$ cat config.mk
export PLATFORM = sky130hd
export DESIGN_NAME = video_scanlines_flat
export DESIGN_NICKNAME = d
export VERILOG_FILES = /design/src/rtl/video_scanlines_if.sv /design/src/rtl/video_scanlines.sv /design/src/flat_wrapper.sv
export SDC_FILE = /design/constraint.sdc
export NUM_CORES = 1
export LEC_CHECK = 0
export CAP_MARGIN = 10
export CORE_MARGIN = 2
export CORE_UTILIZATION = 35
export DETAILED_ROUTE_END_ITERATION = 10
export PLACE_DENSITY_LB_ADDON = 0.12
export REMOVE_ABC_BUFFERS = 1
export SYNTH_ARGS = -nofsm -noshare
export SYNTH_HDL_FRONTEND = slang
export SYNTH_SLANG_ARGS = --single-unit
export TNS_END_PERCENT = 100
$ cat constraint.sdc
create_clock -name clk -period 5.3 [get_ports clk]
set_input_delay 0.53 -clock clk [delete_from_list [all_inputs] [get_ports clk]]
set_output_delay 0.53 -clock clk [all_outputs]
set_load 0.05 [all_outputs]
$ cat src/rtl/video_scanlines_if.sv
// Video pixel bus shared by the scanline stage input and output.
// Carries blanking, both syncs and the three colour channels of one pixel.
// The producer side uses the master modport and the consumer side uses the slave modport.
interface video_scanlines_if #(
    parameter int VIDEO_DEPTH = 8
);
    logic                   hblank;
    logic                   vblank;
    logic                   hs;
    logic                   vs;
    logic [VIDEO_DEPTH-1:0] red;
    logic [VIDEO_DEPTH-1:0] green;
    logic [VIDEO_DEPTH-1:0] blue;

    modport master (
        output hblank, vblank, hs, vs, red, green, blue
    );

    modport slave (
        input  hblank, vblank, hs, vs, red, green, blue
    );
endinterface

$ cat src/rtl/video_scanlines.sv
// video_scanlines: post-blend scanline darkening stage.
// The stage works out the hs and vs polarity by itself. It does this by comparing how long
// each sync level lasts: the shorter level is taken as the active pulse. Lines are counted
// from the normalised syncs, and every other line is darkened by a level that is latched
// at the start of each frame. All state advances only on pix_ce. Every output lags its
// input by exactly one pix_ce cycle.
// Optional macro SCANLINES_FRAME_ALT_EN: a frame bit swaps the dark lines on every frame.
module video_scanlines #(
    parameter int VIDEO_DEPTH = 8,
    parameter int HCNT_W      = 12,
    parameter int VCNT_W      = 11
) (
    input  logic                 clk,
    input  logic                 reset,
    input  logic                 pix_ce,
    input  logic [1:0]           scanlines,
    video_scanlines_if.slave     vid_in,
    video_scanlines_if.master    vid_out
);

    logic              hs_act_high;
    logic              vs_act_high;
    logic              hs_d;
    logic              vs_d;
    logic              hs_n_d;
    logic              vs_n_d;
    logic              parity;
    logic [1:0]        scan_lvl;
    logic [HCNT_W-1:0] hs_hi_cnt;
    logic [HCNT_W-1:0] hs_lo_cnt;
    logic [HCNT_W-1:0] hs_lo_len;
    logic [VCNT_W-1:0] vs_hi_cnt;
    logic [VCNT_W-1:0] vs_lo_cnt;
    logic [VCNT_W-1:0] vs_lo_len;
`ifdef SCANLINES_FRAME_ALT_EN
    logic              frame_bit;
`endif

    logic hs_n;
    logic vs_n;
    logic hs_rise;
    logic hs_fall;
    logic vs_rise;
    logic vs_fall;
    logic hs_lead;
    logic frame_start;
    logic dark;

    // Darkened value of one colour channel for the given level; level 0 leaves the value unchanged
    function automatic logic [VIDEO_DEPTH-1:0] shade(input logic [VIDEO_DEPTH-1:0] c,
                                                      input logic [1:0] lvl);
        logic [VIDEO_DEPTH-1:0] r;
        case (lvl)
            2'd1:    r = c - (c >> 2);
            2'd2:    r = c >> 1;
            2'd3:    r = c >> 2;
            default: r = c;
        endcase
        return r;
    endfunction

    // Raw edges, normalised syncs and the per-pixel darkening decision
    always_comb begin
        hs_n        = hs_act_high ? vid_in.hs : ~vid_in.hs;
        vs_n        = vs_act_high ? vid_in.vs : ~vid_in.vs;
        hs_rise     = vid_in.hs & ~hs_d;
        hs_fall     = ~vid_in.hs & hs_d;
        vs_rise     = vid_in.vs & ~vs_d;
        vs_fall     = ~vid_in.vs & vs_d;
        hs_lead     = hs_n & ~hs_n_d;
        frame_start = vs_n & ~vs_n_d;
        dark        = parity & ~vid_in.hblank & ~vid_in.vblank & (scan_lvl != 2'd0);
    end

    // hs polarity: the high time is compared against the previous low time, and a short high means active-high
    always_ff @(posedge clk) begin
        if (reset) begin
            hs_d        <= 1'b0;
            hs_n_d      <= 1'b0;
            hs_act_high <= 1'b1;
            hs_hi_cnt   <= '0;
            hs_lo_cnt   <= '0;
            hs_lo_len   <= '0;
        end else if (pix_ce) begin
            hs_d   <= vid_in.hs;
            hs_n_d <= hs_n;
            if (hs_rise) begin
                hs_lo_len <= hs_lo_cnt;
                hs_lo_cnt <= '0;
            end else if (!vid_in.hs && hs_lo_cnt != '1) begin
                hs_lo_cnt <= hs_lo_cnt + 1'b1;
            end
            if (hs_fall) begin
                hs_act_high <= (hs_hi_cnt < hs_lo_len);
                hs_hi_cnt   <= '0;
            end else if (vid_in.hs && hs_hi_cnt != '1) begin
                hs_hi_cnt <= hs_hi_cnt + 1'b1;
            end
        end
    end

    // vs polarity: same scheme as hs, but the durations are measured in lines (hs_n leading edges)
    always_ff @(posedge clk) begin
        if (reset) begin
            vs_d        <= 1'b0;
            vs_n_d      <= 1'b0;
            vs_act_high <= 1'b1;
            vs_hi_cnt   <= '0;
            vs_lo_cnt   <= '0;
            vs_lo_len   <= '0;
        end else if (pix_ce) begin
            vs_d   <= vid_in.vs;
            vs_n_d <= vs_n;
            if (vs_rise) begin
                vs_lo_len <= vs_lo_cnt;
                vs_lo_cnt <= '0;
            end else if (!vid_in.vs && hs_lead && vs_lo_cnt != '1) begin
                vs_lo_cnt <= vs_lo_cnt + 1'b1;
            end
            if (vs_fall) begin
                vs_act_high <= (vs_hi_cnt < vs_lo_len);
                vs_hi_cnt   <= '0;
            end else if (vid_in.vs && hs_lead && vs_hi_cnt != '1) begin
                vs_hi_cnt <= vs_hi_cnt + 1'b1;
            end
        end
    end

    // Line parity and frame-latched darkening level; a frame start takes priority over a line start
    always_ff @(posedge clk) begin
        if (reset) begin
            parity    <= 1'b0;
            scan_lvl  <= 2'd0;
`ifdef SCANLINES_FRAME_ALT_EN
            frame_bit <= 1'b0;
`endif
        end else if (pix_ce) begin
            if (frame_start) begin
                scan_lvl  <= scanlines;
`ifdef SCANLINES_FRAME_ALT_EN
                frame_bit <= ~frame_bit;
                parity    <= ~frame_bit;
`else
                parity    <= 1'b0;
`endif
            end else if (hs_lead) begin
                parity <= ~parity;
            end
        end
    end

    // Registered outputs: syncs and blanks pass through with their original polarity, colour is shaded on dark lines
    always_ff @(posedge clk) begin
        if (reset) begin
            vid_out.hblank <= 1'b0;
            vid_out.vblank <= 1'b0;
            vid_out.hs     <= 1'b0;
            vid_out.vs     <= 1'b0;
            vid_out.red    <= '0;
            vid_out.green  <= '0;
            vid_out.blue   <= '0;
        end else if (pix_ce) begin
            vid_out.hblank <= vid_in.hblank;
            vid_out.vblank <= vid_in.vblank;
            vid_out.hs     <= vid_in.hs;
            vid_out.vs     <= vid_in.vs;
            vid_out.red    <= dark ? shade(vid_in.red,   scan_lvl) : vid_in.red;
            vid_out.green  <= dark ? shade(vid_in.green, scan_lvl) : vid_in.green;
            vid_out.blue   <= dark ? shade(vid_in.blue,  scan_lvl) : vid_in.blue;
        end
    end

endmodule

$ cat src/flat_wrapper.sv
// flat-port wrapper written by rule: the top's interface ports become plain ports
module video_scanlines_flat 
#(
    parameter int VIDEO_DEPTH = 8,
    parameter int HCNT_W      = 12,
    parameter int VCNT_W      = 11
)
  (clk, reset, pix_ce, scanlines, vid_in_hblank, vid_in_vblank, vid_in_hs, vid_in_vs, vid_in_red, vid_in_green, vid_in_blue, vid_out_hblank, vid_out_vblank, vid_out_hs, vid_out_vs, vid_out_red, vid_out_green, vid_out_blue);
  video_scanlines_if #(.VIDEO_DEPTH(VIDEO_DEPTH)) vid_in_i ();
  video_scanlines_if #(.VIDEO_DEPTH(VIDEO_DEPTH)) vid_out_i ();
  input  logic clk;
  input  logic reset;
  input  logic pix_ce;
  input  logic [1:0] scanlines;
  input wire logic [$bits(vid_in_i.hblank)-1:0] vid_in_hblank;
  input wire logic [$bits(vid_in_i.vblank)-1:0] vid_in_vblank;
  input wire logic [$bits(vid_in_i.hs)-1:0] vid_in_hs;
  input wire logic [$bits(vid_in_i.vs)-1:0] vid_in_vs;
  input wire logic [$bits(vid_in_i.red)-1:0] vid_in_red;
  input wire logic [$bits(vid_in_i.green)-1:0] vid_in_green;
  input wire logic [$bits(vid_in_i.blue)-1:0] vid_in_blue;
  output wire logic [$bits(vid_out_i.hblank)-1:0] vid_out_hblank;
  output wire logic [$bits(vid_out_i.vblank)-1:0] vid_out_vblank;
  output wire logic [$bits(vid_out_i.hs)-1:0] vid_out_hs;
  output wire logic [$bits(vid_out_i.vs)-1:0] vid_out_vs;
  output wire logic [$bits(vid_out_i.red)-1:0] vid_out_red;
  output wire logic [$bits(vid_out_i.green)-1:0] vid_out_green;
  output wire logic [$bits(vid_out_i.blue)-1:0] vid_out_blue;
  assign vid_in_i.hblank = vid_in_hblank;
  assign vid_in_i.vblank = vid_in_vblank;
  assign vid_in_i.hs = vid_in_hs;
  assign vid_in_i.vs = vid_in_vs;
  assign vid_in_i.red = vid_in_red;
  assign vid_in_i.green = vid_in_green;
  assign vid_in_i.blue = vid_in_blue;
  assign vid_out_hblank = vid_out_i.hblank;
  assign vid_out_vblank = vid_out_i.vblank;
  assign vid_out_hs = vid_out_i.hs;
  assign vid_out_vs = vid_out_i.vs;
  assign vid_out_red = vid_out_i.red;
  assign vid_out_green = vid_out_i.green;
  assign vid_out_blue = vid_out_i.blue;
  video_scanlines #(.VIDEO_DEPTH(VIDEO_DEPTH), .HCNT_W(HCNT_W), .VCNT_W(VCNT_W)) u_core (.clk(clk), .reset(reset), .pix_ce(pix_ce), .scanlines(scanlines), .vid_in(vid_in_i), .vid_out(vid_out_i));
endmodule
-- Yosys cells after proc, flatten, opt, wreduce, memory -nomap -nowiden
Index checks and enable logic that the tools add are counted.
- flip-flop bits (word level): 104
- bits of input ports: 33
- output and inout bits: 28
- add/sub/neg operators: 7
- $lt $le $gt $ge: 2
- eq/ne operators: 7
- multiplexer cells: 18
- bitwise operators: 18
- reductions and logical operators: 24
- operator list (operator ; count):
    8-bit one-hot mux with 3 select lines ; 3
    12-bit 2-to-1 mux ; 4
    11-bit 2-to-1 mux ; 4
    12-bit by 1-bit adder with 12-bit output (second input constant) ; 2
    8-bit 2-to-1 mux ; 3
    12-bit != test (second input constant) ; 2
    8-bit by 6-bit subtractor with 8-bit output ; 3
    11-bit by 1-bit adder with 11-bit output (second input constant) ; 2
    11-bit != test (second input constant) ; 2
    2-bit AND reduction ; 10
    12-bit < comparator ; 1
    2-bit nonzero test ; 6
    11-bit < comparator ; 1
    1-bit bitwise AND ; 9
    1-bit inverter ; 9
    1-bit logical AND ; 6
    2-bit equality test (second input constant) ; 2
    1-bit 2-to-1 mux ; 4
    2-bit by 1-bit equality test with 1-bit output (second input constant) ; 1
    1-bit zero test ; 2

-- Logic depth before layout (Yosys ltp)
Gate-level depths: netlist (run 1).
- word-level depth: 7
- gate-level depth with buffers: 9
- gate-level depth less buffers: 9

-- Worst setup path after synthesis (run 1)
Ideal clock, no wire load.
- kind: input port to flip-flop
- start point: input port vid_in_blue[0]
- end point: register u_core.vid_out.blue[4]
- setup time: 0.122 ns
- arrival: 2.026 ns
- data required time: 5.178 ns
- slack: 3.152 ns
- cell stages on the path: 9
- buffers on the path: 0
- cells stage by stage: inv_1 -> ha_1 -> inv_1 -> fa_1 -> a211oi_1 -> o21ai_0 -> o211ai_1 -> a21oi_1 -> a311o_1
- word-level cells in the longest chain between the ends: 3
- ends and longest elaborated chain (what ; line ; text):
    start, declared ; flat_wrapper.sv:21 ; input wire logic [$bits(vid_in_i.blue)-1:0] vid_in_blue;
    8-bit by 6-bit subtractor with 8-bit output ; video_scanlines.sv:54 ; 2'd1: r = c - (c >> 2);
    8-bit one-hot mux with 3 select lines ; video_scanlines.sv:53 ; case (lvl)
    8-bit 2-to-1 mux ; video_scanlines.sv:169 ; vid_out.blue <= dark ? shade(vid_in.blue, scan_lvl) : vid_in.blue;
    end, declared ; video_scanlines_if.sv:16 ; output hblank, vblank, hs, vs, red, green, blue
No other way between the ends.
A chain may end at the register's enable or synchronous reset.

-- Worst setup path in the final report (run 1)
- start point: input port vid_in_blue[2]
- end point: register u_core.vid_out.blue[6]
The elaborated chain is that of the path after synthesis.

==> results summary, run 1 <==
The run finished with clean final reports. Between clock sinks in the finished design, the worst skew comes to ~0.0083 ns. The worst setup path is launched from an input pin. Counting the fill cells in the layout gives 1919.

Dividing the detail-routed via count by the number of cells gives between 5 and 6. The slew of the pin with the lowest slew margin is between 0.8 and 0.9 ns. The number of clock sinks seen by CTS came out at ~100. The count of antenna-violating nets left after detailed routing is 0. The required time reported for the critical path endpoint is between 5 and 6 ns. The total die area is just under 20000 um2. In the final layout, the share of cells above drive strength 1 is 0.0677.

In this run the deepest clock path goes through 2 buffers. The vertical die dimension is about 140 um. The core region is 18000 um2. The final number of max-transition violations is 0. In this run the worst path has a maximum fanout of 4. The mean instance size in the synthesized netlist is approximately 8 um2.

The layout net count came out at 946. The worst path needs roughly 2.7 ns of the cycle, external delays included. The global-route wire length before repair came out at 28.9 mm.

The routability congestion estimate came out at 0.803. The cell leakage power came out at 2.71 nW. The number of cells produced by synthesis is a little over 800.

Of all flip-flops after synthesis, the portion carrying an async set or reset was 0. The sum of overflow across all layers after global routing is 0. The total wire length after detailed routing came out at about 17 mm.

Before antenna repair, the detailed router went through 5 iterations. The flop and latch count out of synthesis came out at between 100 and 150. The number of top-level design ports came out at 61. The multi-input combinational cells in the finished layout cover a total of between 4000 and 5000 um2.

The number of warning messages in the yosys log came out at 0. The routed via count is around 6000. The count of flip-flops with a built-in enable after synthesis is 0. Headroom to the max-slew limit came out at 0.449. Setup violations remaining at the end of the flow were counted as 0. Leaving out fill and tap cells, the most frequent cells in the layout are 117 x sky130_fd_sc_hd__nand2_1, 104 x sky130_fd_sc_hd__dfxtp_1, 73 x sky130_fd_sc_hd__nor2_1, 66 x sky130_fd_sc_hd__a21oi_1, 59 x sky130_fd_sc_hd__clkdlybuf4s50_1. The number of inserted diodes came out at 0. The number of DRC violations after detailed-routing iteration 0 came out at a little under 300. Clock-pin slew was measured on the worst setup and hold paths at 0.08 ns. After floorplanning, the core was divided into 49 placement rows. The DRC violations left came out at 0. The fraction of power consumed by sequential logic came out at 0.434. The TritonCTS clock tree is yes.

The leading cell type in the layout, fill and taps excluded is sky130_fd_sc_hd__nand2_1. The fmax is 377 MHz. The combinational power share is 0.170. Walking the worst path, the cells encountered are clkdlybuf4s50_1 > ha_1 > inv_1 > fa_1 > a211oi_1 > o21ai_0 > a21oi_1 > o21ai_0 > a311oi_1. The share of power burned in the clock network is 0.397.

The slowest stage of the critical path belongs to the cell sky130_fd_sc_hd__clkdlybuf4s50_1. The reported net switching power is 0.540 mW. The library cell appearing most often on the critical path is sky130_fd_sc_hd__o21ai_0. The min-delay analysis places its worst path in the category flop to flop. Among all flip-flop cells after synthesis, the most frequent one is sky130_fd_sc_hd__dfxtp_1.

The sequential standard cell area is 2080 um2. STA classifies the critical path endpoint as a flop. The number of different library cells used by synthesis comes to 73. The buffers inserted during post-CTS setup optimization is 0. The routed wire length per instance came out at ~16 um. The number of port buffers is 60. CTS built an H-tree with a depth of 3. Setup total negative slack on the finished layout was measured at 0 ns. The worst setup path is of the input pin to flop kind. The power per unit of standard cell area came out at between 200 and 250 nW/um2.

The worst-skew pair later-pin latency came out at 0.35 ns. Entering global routing, the biggest net connects 41 pins. The number of antenna violations at the first check in global routing is 0.

The data arrival time of the critical path came out at approximately 2.9 ns. The worst IR drop on VDD came out at ~0.17 mV. The final number of hold-violating endpoints was 0. The worst-case hold slack is around 0.45 ns. Clock tree synthesis selected as its root buffer the cell sky130_fd_sc_hd__clkbuf_16. The total clock buffers created by CTS came out at 9. The post-cts gate resize count came out at 0. The estimated wirelength of the detail-placed design is between 10 and 15 mm. The internal power of the cells totals between 1 and 1.5 mW. For this design, the CTS-stage hold fixing added 0 buffers. For this run, the slowest stage of the critical path takes about 0.56 ns. In the finished design, the share of the clock period the worst path needs comes to 0.500. The horizontal extent of the die came out at ~140 um. The initial utilization of the core area, before any placement, comes to 0.358. Of the synthesized area, sequential elements account for 0.322. Setup repair after global routing left no endpoint under its margin. The fraction of power spent switching nets came out at 0.287. The via count of the first global-routing pass came out at approximately 5500. The global-route total usage across every layer is 0.182.

The post-synthesis instance area came out at roughly 6500 um2. Max-cap violations in this run came to 0. From synthesis to final layout, the design area changed by 17.2%.
-- cells in the mapped netlist (5+ instances only) --
master / instances / share of area
sky130_fd_sc_hd__o21a_1: 9 / 0.010
sky130_fd_sc_hd__nor2_1: 73 / 0.042
sky130_fd_sc_hd__clkbuf_1: 27 / 0.016
sky130_fd_sc_hd__nand2b_1: 8 / 0.0078
sky130_fd_sc_hd__nor2b_1: 9 / 0.0087
sky130_fd_sc_hd__xor2_1: 18 / 0.024
sky130_fd_sc_hd__inv_1: 55 / 0.032
sky130_fd_sc_hd__ha_1: 43 / 0.083
sky130_fd_sc_hd__nand3_1: 29 / 0.022
sky130_fd_sc_hd__nor3b_1: 5 / 0.0058
sky130_fd_sc_hd__nor3_1: 8 / 0.0062
sky130_fd_sc_hd__a311oi_1: 11 / 0.015
sky130_fd_sc_hd__a31oi_1: 11 / 0.011
sky130_fd_sc_hd__o31ai_1: 7 / 0.0081
sky130_fd_sc_hd__or2_2: 5 / 0.0048
sky130_fd_sc_hd__and4_1: 7 / 0.0095
sky130_fd_sc_hd__xnor2_1: 13 / 0.018
sky130_fd_sc_hd__mux2i_1: 6 / 0.0093
sky130_fd_sc_hd__or3_1: 6 / 0.0058
sky130_fd_sc_hd__and3_1: 14 / 0.014
sky130_fd_sc_hd__buf_2: 6 / 0.0047
sky130_fd_sc_hd__o211ai_1: 12 / 0.014
sky130_fd_sc_hd__nand3b_1: 6 / 0.0070
sky130_fd_sc_hd__a21oi_1: 66 / 0.051
sky130_fd_sc_hd__a211oi_1: 11 / 0.013
sky130_fd_sc_hd__dfxtp_1: 104 / 0.32
sky130_fd_sc_hd__nor4_1: 7 / 0.0068
sky130_fd_sc_hd__nand2_1: 117 / 0.068
sky130_fd_sc_hd__mux2_2: 8 / 0.014
sky130_fd_sc_hd__o21ai_0: 43 / 0.033
sky130_fd_sc_hd__nand4_1: 13 / 0.013
-- registers in the layout, indices dropped and copies added, names as in the netlist, 2 cells and up --
| name | flops |
|---|---|
| u_core.hs_hi_cnt | 12 |
| u_core.vs_hi_cnt | 11 |
| u_core.vid_out.green | 8 |
| u_core.vs_lo_len | 11 |
| u_core.vs_lo_cnt | 11 |
| u_core.hs_lo_cnt | 12 |
| u_core.scan_lvl | 2 |
| u_core.hs_lo_len | 12 |
| u_core.vid_out.blue | 8 |
| u_core.vid_out.red | 8 |
-- cell type report --
cell class | instances | area share
well taps | 229 | 0.0379
flip-flops and latches | 104 | 0.275
clock inverters | 7 | 0.0134
clock buffers | 9 | 0.0298
repair buffers | 68 | 0.0866
inverters | 55 | 0.0273
multi-input cells | 629 | 0.530
-- worst paths after layout --
| check | startpoint | endpoint | slack (ns) | cells after the start |
|---|---|---|---|---|
| setup / recovery | vid_in_blue[2] | u_core.vid_out.blue[6] | 2.65 | 9 |
| hold / removal | u_core.hs_lo_len[0] | u_core.hs_lo_len[0] | 0.45 | 2 |
| setup reg to reg | u_core.parity | u_core.vid_out.red[4] | 3.14 | 6 |
| hold reg to reg | u_core.hs_lo_len[0] | u_core.hs_lo_len[0] | 0.45 | 2 |
-- metal layers --
layer / global-route usage / vias to the layer above / wire, um / part of all wire
li1: - / 3027 / - / -
met1: 0.256 / 2805 / 8920 / 0.51
met2: 0.293 / 69 / 8060 / 0.46
met3: 0.0351 / 7 / 381 / 0.022
met4: 0.0326 / 0 / 114 / 0.0065
met5: 0 / - / 0 / 0
-- stage by stage --
step,cell area [um2],instances,utilization,total power [mW],worst slack [ns]
final,7570,1101,0.420,1.88,2.65
after global routing,7570,1101,0.420,1.97,2.46
after CTS,7570,1101,0.420,1.91,2.68
after detailed placement,7240,1085,0.402,1.15,2.30
after global placement,7240,1085,0.402,1.15,2.32
after floorplan,6290,788,-,1.03,2.42
-- power by group through the flow --
stage / Clock, mW / Combinational (mW) / Sequential [mW]
global placement: 0 / 0.319 / 0.835
finish: 0.746 / 0.319 / 0.816
global route: 0.797 / 0.351 / 0.819
floorplan: 0 / 0.144 / 0.882
detailed placement: 0 / 0.318 / 0.834
CTS: 0.770 / 0.320 / 0.816
-- cell families (layout without fill, tap and decap cells) --
family,after synthesis,in the layout,share of synthesized area
DFF,104,104,0.322
adders and majority gates,46,46,0.0926
and+or+nand+nor,333,333,0.256
muxes,14,14,0.0233
buffers and inverters,94,139,0.0572
AOI/OAI and AO/OA,204,204,0.203
xor gates and xnor gates,32,32,0.0446
-- worst max-delay path: cells and delay by family --
kind,cells,cell delay [ns]
fa+ha+maj,2,0.64
compound gates,5,1.12
buf+inv,2,0.62
Power figures use the tool's default switching activity.
==> run 2: changes to the inputs <==
==> constraint.sdc (replaced) <==
create_clock -name clk -period 2.6 [get_ports clk]
set_input_delay 0.26 -clock clk [delete_from_list [all_inputs] [get_ports clk]]
set_output_delay 0.26 -clock clk [all_outputs]
set_load 0.05 [all_outputs]
==> results summary, run 2 (synthesized netlist as in run 1, its figures left out) <==
The depth of the CTS H-tree came out at 3 (unchanged). The number of clock sinks seen by CTS is 104 (unchanged). The share of the cycle needed by the critical path after routing came out at 0.837. The worst path needs between 2 and 2.5 ns of the cycle, external delays included.

The total clock buffers created by CTS is 9 (unchanged). The number of antenna violations at the first check in global routing is 0 (unchanged). The critical path class is input pin to flop. The number of top-level design ports was 61 (unchanged). The slew of the pin with the lowest slew margin came out at 0.890 ns (+0.0642 ns). The horizontal extent of the die is 140 um (unchanged). The length of the first detailed-routing pass in iterations came out at 4 (-1). The estimated wirelength of the detail-placed design is 12.6 mm (+0.89%). The area of the core came out at 18000 um2 (unchanged). The layout net count was 973 (+2.9%). The ratio of routed vias to standard cells is 5.23 (-2.5%). The worst-skew pair later-pin latency is 0.35 ns (about the same).

The total die area is 19500 um2 (unchanged). The power per unit of standard cell area came out at 483 nW/um2 (+94%). The signal on the critical path passes through clkdlybuf4s50_1 > ha_1 > inv_1 > fa_1 > a211oi_1 > o21ai_0 > o211ai_1 > a21oi_1 > a311o_1. The initial core utilization came to 0.358 (unchanged).

Setup repair after global routing left no endpoint under its margin. The min-delay analysis places its worst path in the category input pin to flop. The fmax came out at 460 MHz. The worst-case clock buffer depth is 2 (unchanged).

The post-cts gate resize count came out at 0 (unchanged). The highest net fanout along the worst path was 3 (-1). The total setup violations reported at the end of the flow is 0 (unchanged). The count of buffering cells on the critical path with inverters included is 2 (unchanged). The number of inserted diodes is 0 (unchanged). Leaving out fill and tap cells, the most frequent cells in the layout are 117 x sky130_fd_sc_hd__nand2_1, 104 x sky130_fd_sc_hd__dfxtp_1, 73 x sky130_fd_sc_hd__nor2_1, 66 x sky130_fd_sc_hd__a21oi_1, 59 x sky130_fd_sc_hd__clkdlybuf4s50_1.

The largest net degree at the start of global routing was 52 (+27%). The total wire length after detailed routing came to 17.4 mm (-0.64%). The headroom to the max-slew limit came out at 0.406 (-0.0429). The clock-pin slew of the registers on the worst-case setup and hold paths came out at 0.07 ns (about the same). The routability congestion estimate is 0.795 (-1.0%). The routed wire length per instance is 15.4 um (-3.0%). The count of cell instances traversed by the critical path came out at 9 (unchanged). The highest-delay cell along the critical path is sky130_fd_sc_hd__clkdlybuf4s50_1. The sum of overflow across all layers after global routing came out at 0 (unchanged).

The routed via count came to 5904 (-0.068%). The final number of max-transition violations came to 0 (unchanged). The library cell used most frequently in the layout, excluding fill and tap cells, is sky130_fd_sc_hd__nand2_1. The number of maximum-capacitance constraint violations was 0 (unchanged). The vertical die dimension came out at 140 um (unchanged). The buffers inserted during post-CTS setup optimization came to 0 (unchanged). The register-to-register setup slack came out at 0.53 ns (-2.61 ns). The TritonCTS clock tree is yes. The DRC violations left came out at 0 (unchanged). The count of antenna-violating nets left after detailed routing was 0 (unchanged). The global-route wire length before repair is 28.7 mm (-0.57%). The placement-stage worst setup slack came out at 0.0681 ns (-2.23 ns).

The post-layout total power was 3.74 mW (+99%). The number of DRC violations after detailed-routing iteration 0 was 368 (+27%). The stage delay of the slowest cell on the critical path is 0.48 ns (-0.08 ns). The via count of the first global-routing pass came out at 5510 (+0.49%). In this design, the largest share of critical-path delay is due to compound AO/OA/AOI/OAI gates.

The clock tree root buffer cell is sky130_fd_sc_hd__clkbuf_16. The worst IR drop on VDD is 0.306 mV (+80%). The quantity of hold-fixing buffers added after cts came out at 0 (unchanged). The final number of hold-violating endpoints is 0 (unchanged).

The worst clock skew came to 0.0132 ns (+0.00490 ns). The hold path depth came out at 3 (+1). The area growth from synthesis to layout is 19.9%. The depth of the worst register-to-register path came out at 5 (-1). The required time reported for the critical path endpoint came out at 2.83 ns (-2.73 ns). The share of final-layout standard cells stronger than drive strength 1 came to 0.0934 (+0.0258). The run finished with clean final reports.

The count of standard-cell rows came out at 49 (unchanged). The largest registers in the layout are u_core.hs_hi_cnt: 12 flops, u_core.hs_lo_cnt: 12 flops, u_core.hs_lo_len: 12 flops. The worst path setup slack after routing came out at 0.424 ns (-2.22 ns). The filler cell count in the final layout is 1894 (-1.3%).

The cell leakage power is 2.84 nW (+4.6%). The number of port buffers is 60 (unchanged). The kind of launch point of the worst setup path is an input pin. The worst setup path is captured at a flop. The post-route core utilization came out at 0.430 (+0.00972).

The data arrival time of the critical path is 2.41 ns (-0.50 ns). The global-route total usage across every layer came out at 0.180 (-0.00168).
[run 2: final timing paths]
| kind | startpoint | endpoint |
|---|---|---|
| setup / recovery | vid_in_red[2] | u_core.vid_out.red[4] |
| hold / removal | reset | u_core.scan_lvl[1] |
| setup reg to reg | u_core.scan_lvl[0] | u_core.vid_out.red[5] |
| hold reg to reg | u_core.hs_lo_len[0] | u_core.hs_lo_len[0] |
[run 2: final cells by class]
cell class / count / area, um2 / share of cell area
clock buffer: 12 / 246 / 0.0318
inverter: 55 / 206 / 0.0267
sequential: 104 / 2080 / 0.269
tap: 229 / 287 / 0.0370
clock inverter: 4 / 52.6 / 0.00679
timing repair buffer: 95 / 858 / 0.111
multi-input combinational: 629 / 4010 / 0.518
[run 2: worst register-to-register path: cells and delay by family, from the launching register on]
kind | cells | cell delay [ns]
compound gates | 2 | 0.37
flops | 1 | 0.56
simple gates | 3 | 1.04
[run 2: report_power, final]
group	internal (mW)	switching [mW]	total (mW)	leakage (nW)
clock network	0.778	0.614	1.39	0.147
logic	0.276	0.405	0.681	1.84
registers	1.63	0.0361	1.67	0.845
[run 2: metrics by stage]
| step | std cells | TNS (ns) | area, um2 | hold WS [ns] |
|---|---|---|---|---|
| 3_5_place_dp | 1112 | 0 | 7440 | 0.445 |
| 4_1_cts | 1128 | 0 | 7740 | 0.369 |
| 5_1_grt | 1128 | 0 | 7740 | 0.383 |
| 3_3_place_gp | 1112 | 0 | 7440 | 0.443 |
| 2_1_floorplan | 788 | -1.91 | 6290 | 0.329 |
| 6_report | 1128 | 0 | 7740 | 0.393 |
[run 2: routing by layer]
layer	GRT usage	up-vias	part of all wire
li1	-	3090	-
met1	0.260	2742	0.51
met2	0.282	67	0.45
met3	0.0286	5	0.032
met4	0.0421	0	0.0058
met5	0	-	0
==> run 3: changes to the inputs <==
==> constraint.sdc (replaced) <==
create_clock -name clk -period 2.04 [get_ports clk]
set_input_delay 0.204 -clock clk [delete_from_list [all_inputs] [get_ports clk]]
set_output_delay 0.204 -clock clk [all_outputs]
set_load 0.05 [all_outputs]
==> results summary, run 3 (synthesized netlist as in run 1, its figures left out) <==
The critical path is of the input pin to flop type. The number of antenna violations at the first check in global routing is 1 (+1). The worst-skew pair later-pin latency came out at 0.35 ns (about the same).

The reported net switching power came out at 1.40 mW (+32%). Tracing the worst setup path back leads to its startpoint at vid_in_green[2]. The cell area after placement came out at 7940 um2 (+6.7%). The count of antenna-violating nets left after detailed routing came to 0 (unchanged). The worst path setup slack after routing is 0.0514 ns (-0.373 ns). The global-route total usage across every layer is 0.186 (+0.00617). The total negative slack for setup checks is 0 ns (unchanged). The highest net fanout along the worst path came out at 3 (unchanged). The number of top-level design ports was 61 (unchanged).

The library cells used most frequently in the layout, excluding fill and tap cells, are 117 x sky130_fd_sc_hd__nand2_1, 104 x sky130_fd_sc_hd__dfxtp_1, 96 x sky130_fd_sc_hd__buf_4, 73 x sky130_fd_sc_hd__nor2_1, 66 x sky130_fd_sc_hd__a21oi_1. The global-route wire length before repair is 29.8 mm (+3.8%). The worst-case clock buffer depth came out at 2 (unchanged).

The share of final-layout standard cells stronger than drive strength 1 is 0.164 (+0.0708). The layout-stage area growth over the synthesis result came out at 28.3%. The share of power burned in the clock network is 0.343 (-0.029). The power per unit of standard cell area was 575 nW/um2 (+19%). The combinational power share came out at 0.212 (+0.030). The total setup violations reported at the end of the flow came out at 0 (unchanged). The routed wire length per instance is 15.1 um (-1.6%). The length of the first detailed-routing pass in iterations came out at 4 (unchanged). The via count of the first global-routing pass is 5773 (+4.8%). The number of clock sinks seen by CTS is 104 (unchanged). The routability congestion estimate came out at 0.856 (+7.7%).

The largest net degree at the start of global routing is 51 (-1.9%). The total die area is 19500 um2 (unchanged). TritonCTS built the clock tree. The internal power consumption is 3.37 mW (+25%).

The endpoint identified for the worst register-to-register timing path is u_core.vs_hi_cnt[1]. The fraction of power consumed by sequential logic was 0.445 (about the same). The data arrival time of the critical path is 2.29 ns (-0.12 ns). The clock-pin slew of the registers on the worst-case setup and hold paths is 0.07 ns (about the same). The endpoint of the worst setup timing path is u_core.vid_out.green[5]. The number of maximum-capacitance constraint violations is 0 (unchanged).

The total clock buffers created by CTS is 9 (unchanged). The layout net count came out at 1036 (+6.5%). The final number of hold-violating endpoints came out at 0 (unchanged).

In this run the critical register-to-register path is launched from u_core.vs_hi_cnt[1]. The ratio of routed vias to standard cells is 5.20 (-0.64%). The count of standard-cell rows was 49 (unchanged). STA classifies the critical path endpoint as a flop. The kind of launch point of the worst setup path is an input pin. The worst clock skew is 0.00823 ns (-0.00496 ns).

The final number of max-transition violations is 0 (unchanged). The final cell area excluding filler cells came out at 8290 um2 (+7.0%). The headroom to the max-slew limit was 0.654 (+0.248). The total wire length after detailed routing is 18.1 mm (+4.0%). The depth of the worst register-to-register path came out at 6 (+1). Timing would allow up to 503 MHz. The depth of the CTS H-tree was 3 (unchanged).

The area of the core came out at 18000 um2 (unchanged). The register-to-register setup slack was 0.19 ns (-0.34 ns). The post-layout minimum cycle time is slightly below 2 ns. The number of port buffers is 60 (unchanged). The fraction of power spent switching nets is 0.293 (+0.0114). The largest registers in the layout are u_core.hs_hi_cnt: 12 flops, u_core.hs_lo_cnt: 12 flops, u_core.hs_lo_len: 12 flops. The initial core utilization was 0.358 (unchanged). The number of DRC violations after detailed-routing iteration 0 is 329 (-11%).

Leaving out fill and tap cells, the most frequent cell in the layout is sky130_fd_sc_hd__nand2_1. The routed via count is 6199 (+5.0%). The horizontal extent of the die is 140 um (unchanged). CTS placed an instance of sky130_fd_sc_hd__clkbuf_16 at the clock tree root. The slew of the pin with the lowest slew margin came out at 0.517 ns (-0.372 ns). The sum of overflow across all layers after global routing came out at 0 (unchanged). The estimated wirelength of the detail-placed design came out at 13.3 mm (+5.3%). The buffers inserted during post-CTS setup optimization was 0 (unchanged).

The run finished with clean final reports. The vertical die dimension is 140 um (unchanged). Setup repair after global routing could not meet its margin everywhere. The DRC violations left came out at 0 (unchanged). The min-delay analysis places its worst path in the category input pin to flop. The worst IR drop on VDD came out at 0.370 mV (+21%). The cell leakage power came out at 3.15 nW (+11%). The required time reported for the critical path endpoint was 2.35 ns (-0.48 ns). The placement-stage worst setup slack came out at -0.397 ns (-0.465 ns). Of the available clock period, the critical path in the final layout requires 0.975.
run 3: final cells by class:
class / instances / area [um2]
clock buffer: 10 / 229
antenna: 1 / 2.50
timing repair buffer: 158 / 1360
clock inverter: 6 / 45.0
tap: 229 / 287
multi-input combinational: 629 / 4070
inverter: 55 / 206
fill: 1858 / 9740
sequential: 104 / 2080
run 3: worst max-delay path, stage by stage:
cell and delay [ns]:
sky130_fd_sc_hd__clkdlybuf4s50_1 0.44, sky130_fd_sc_hd__buf_4 0.15, sky130_fd_sc_hd__ha_1 0.35, sky130_fd_sc_hd__o21ai_0 0.18, sky130_fd_sc_hd__a21oi_1 0.09, sky130_fd_sc_hd__or4b_2 0.62
sky130_fd_sc_hd__a21oi_1 0.15, sky130_fd_sc_hd__o21a_1 0.12
run 3: stage by stage:
step	utilization	cells	hold WS, ns	total power [mW]
after floorplan	-	788	0.273	2.67
after global placement	0.441	1175	0.443	3.15
after detailed placement	0.441	1175	0.447	3.15
after CTS	0.456	1191	0.351	4.82
after global routing	0.460	1192	0.364	5.02
final	0.460	1192	0.365	4.76
run 3: what timing repair did:
item                                   CTS  global route
pin swaps                                0             9
resized for setup                        1            20
setup endpoints to repair                1            10
endpoints found under the hold margin    0             0
hold buffers                             0             0
run 3: worst min path at each step:
stage / end / cells past startpoint / start / slack, ns
after global routing: u_core.vs_lo_len[6] / 3 / reset / 0.36
after global placement: u_core.vs_lo_len[4] / 2 / u_core.vs_lo_len[4] / 0.44
after CTS: u_core.vs_d / 3 / reset / 0.35
after floorplan: u_core.hs_d / 1 / reset / 0.27
final: u_core.vs_d / 3 / reset / 0.36
after detailed placement: u_core.vs_lo_len[6] / 2 / u_core.vs_lo_len[6] / 0.45
run 3: power by group through the flow:
stage	clock (mW)	combinational (mW)	sequential, mW
after global routing	1.79	1.11	2.13
after detailed placement	0	0.980	2.17
after floorplan	0	0.375	2.29
final	1.63	1.01	2.12
after global placement	0	0.982	2.17
after CTS	1.71	0.986	2.12
run 3: per-layer routing:
metal	track usage	vias up	wire length, um
met2	0.294	79	8220
li1	-	3210	-
met1	0.266	2896	9110
met4	0.0453	0	192
met3	0.0303	14	533
met5	0	-	0
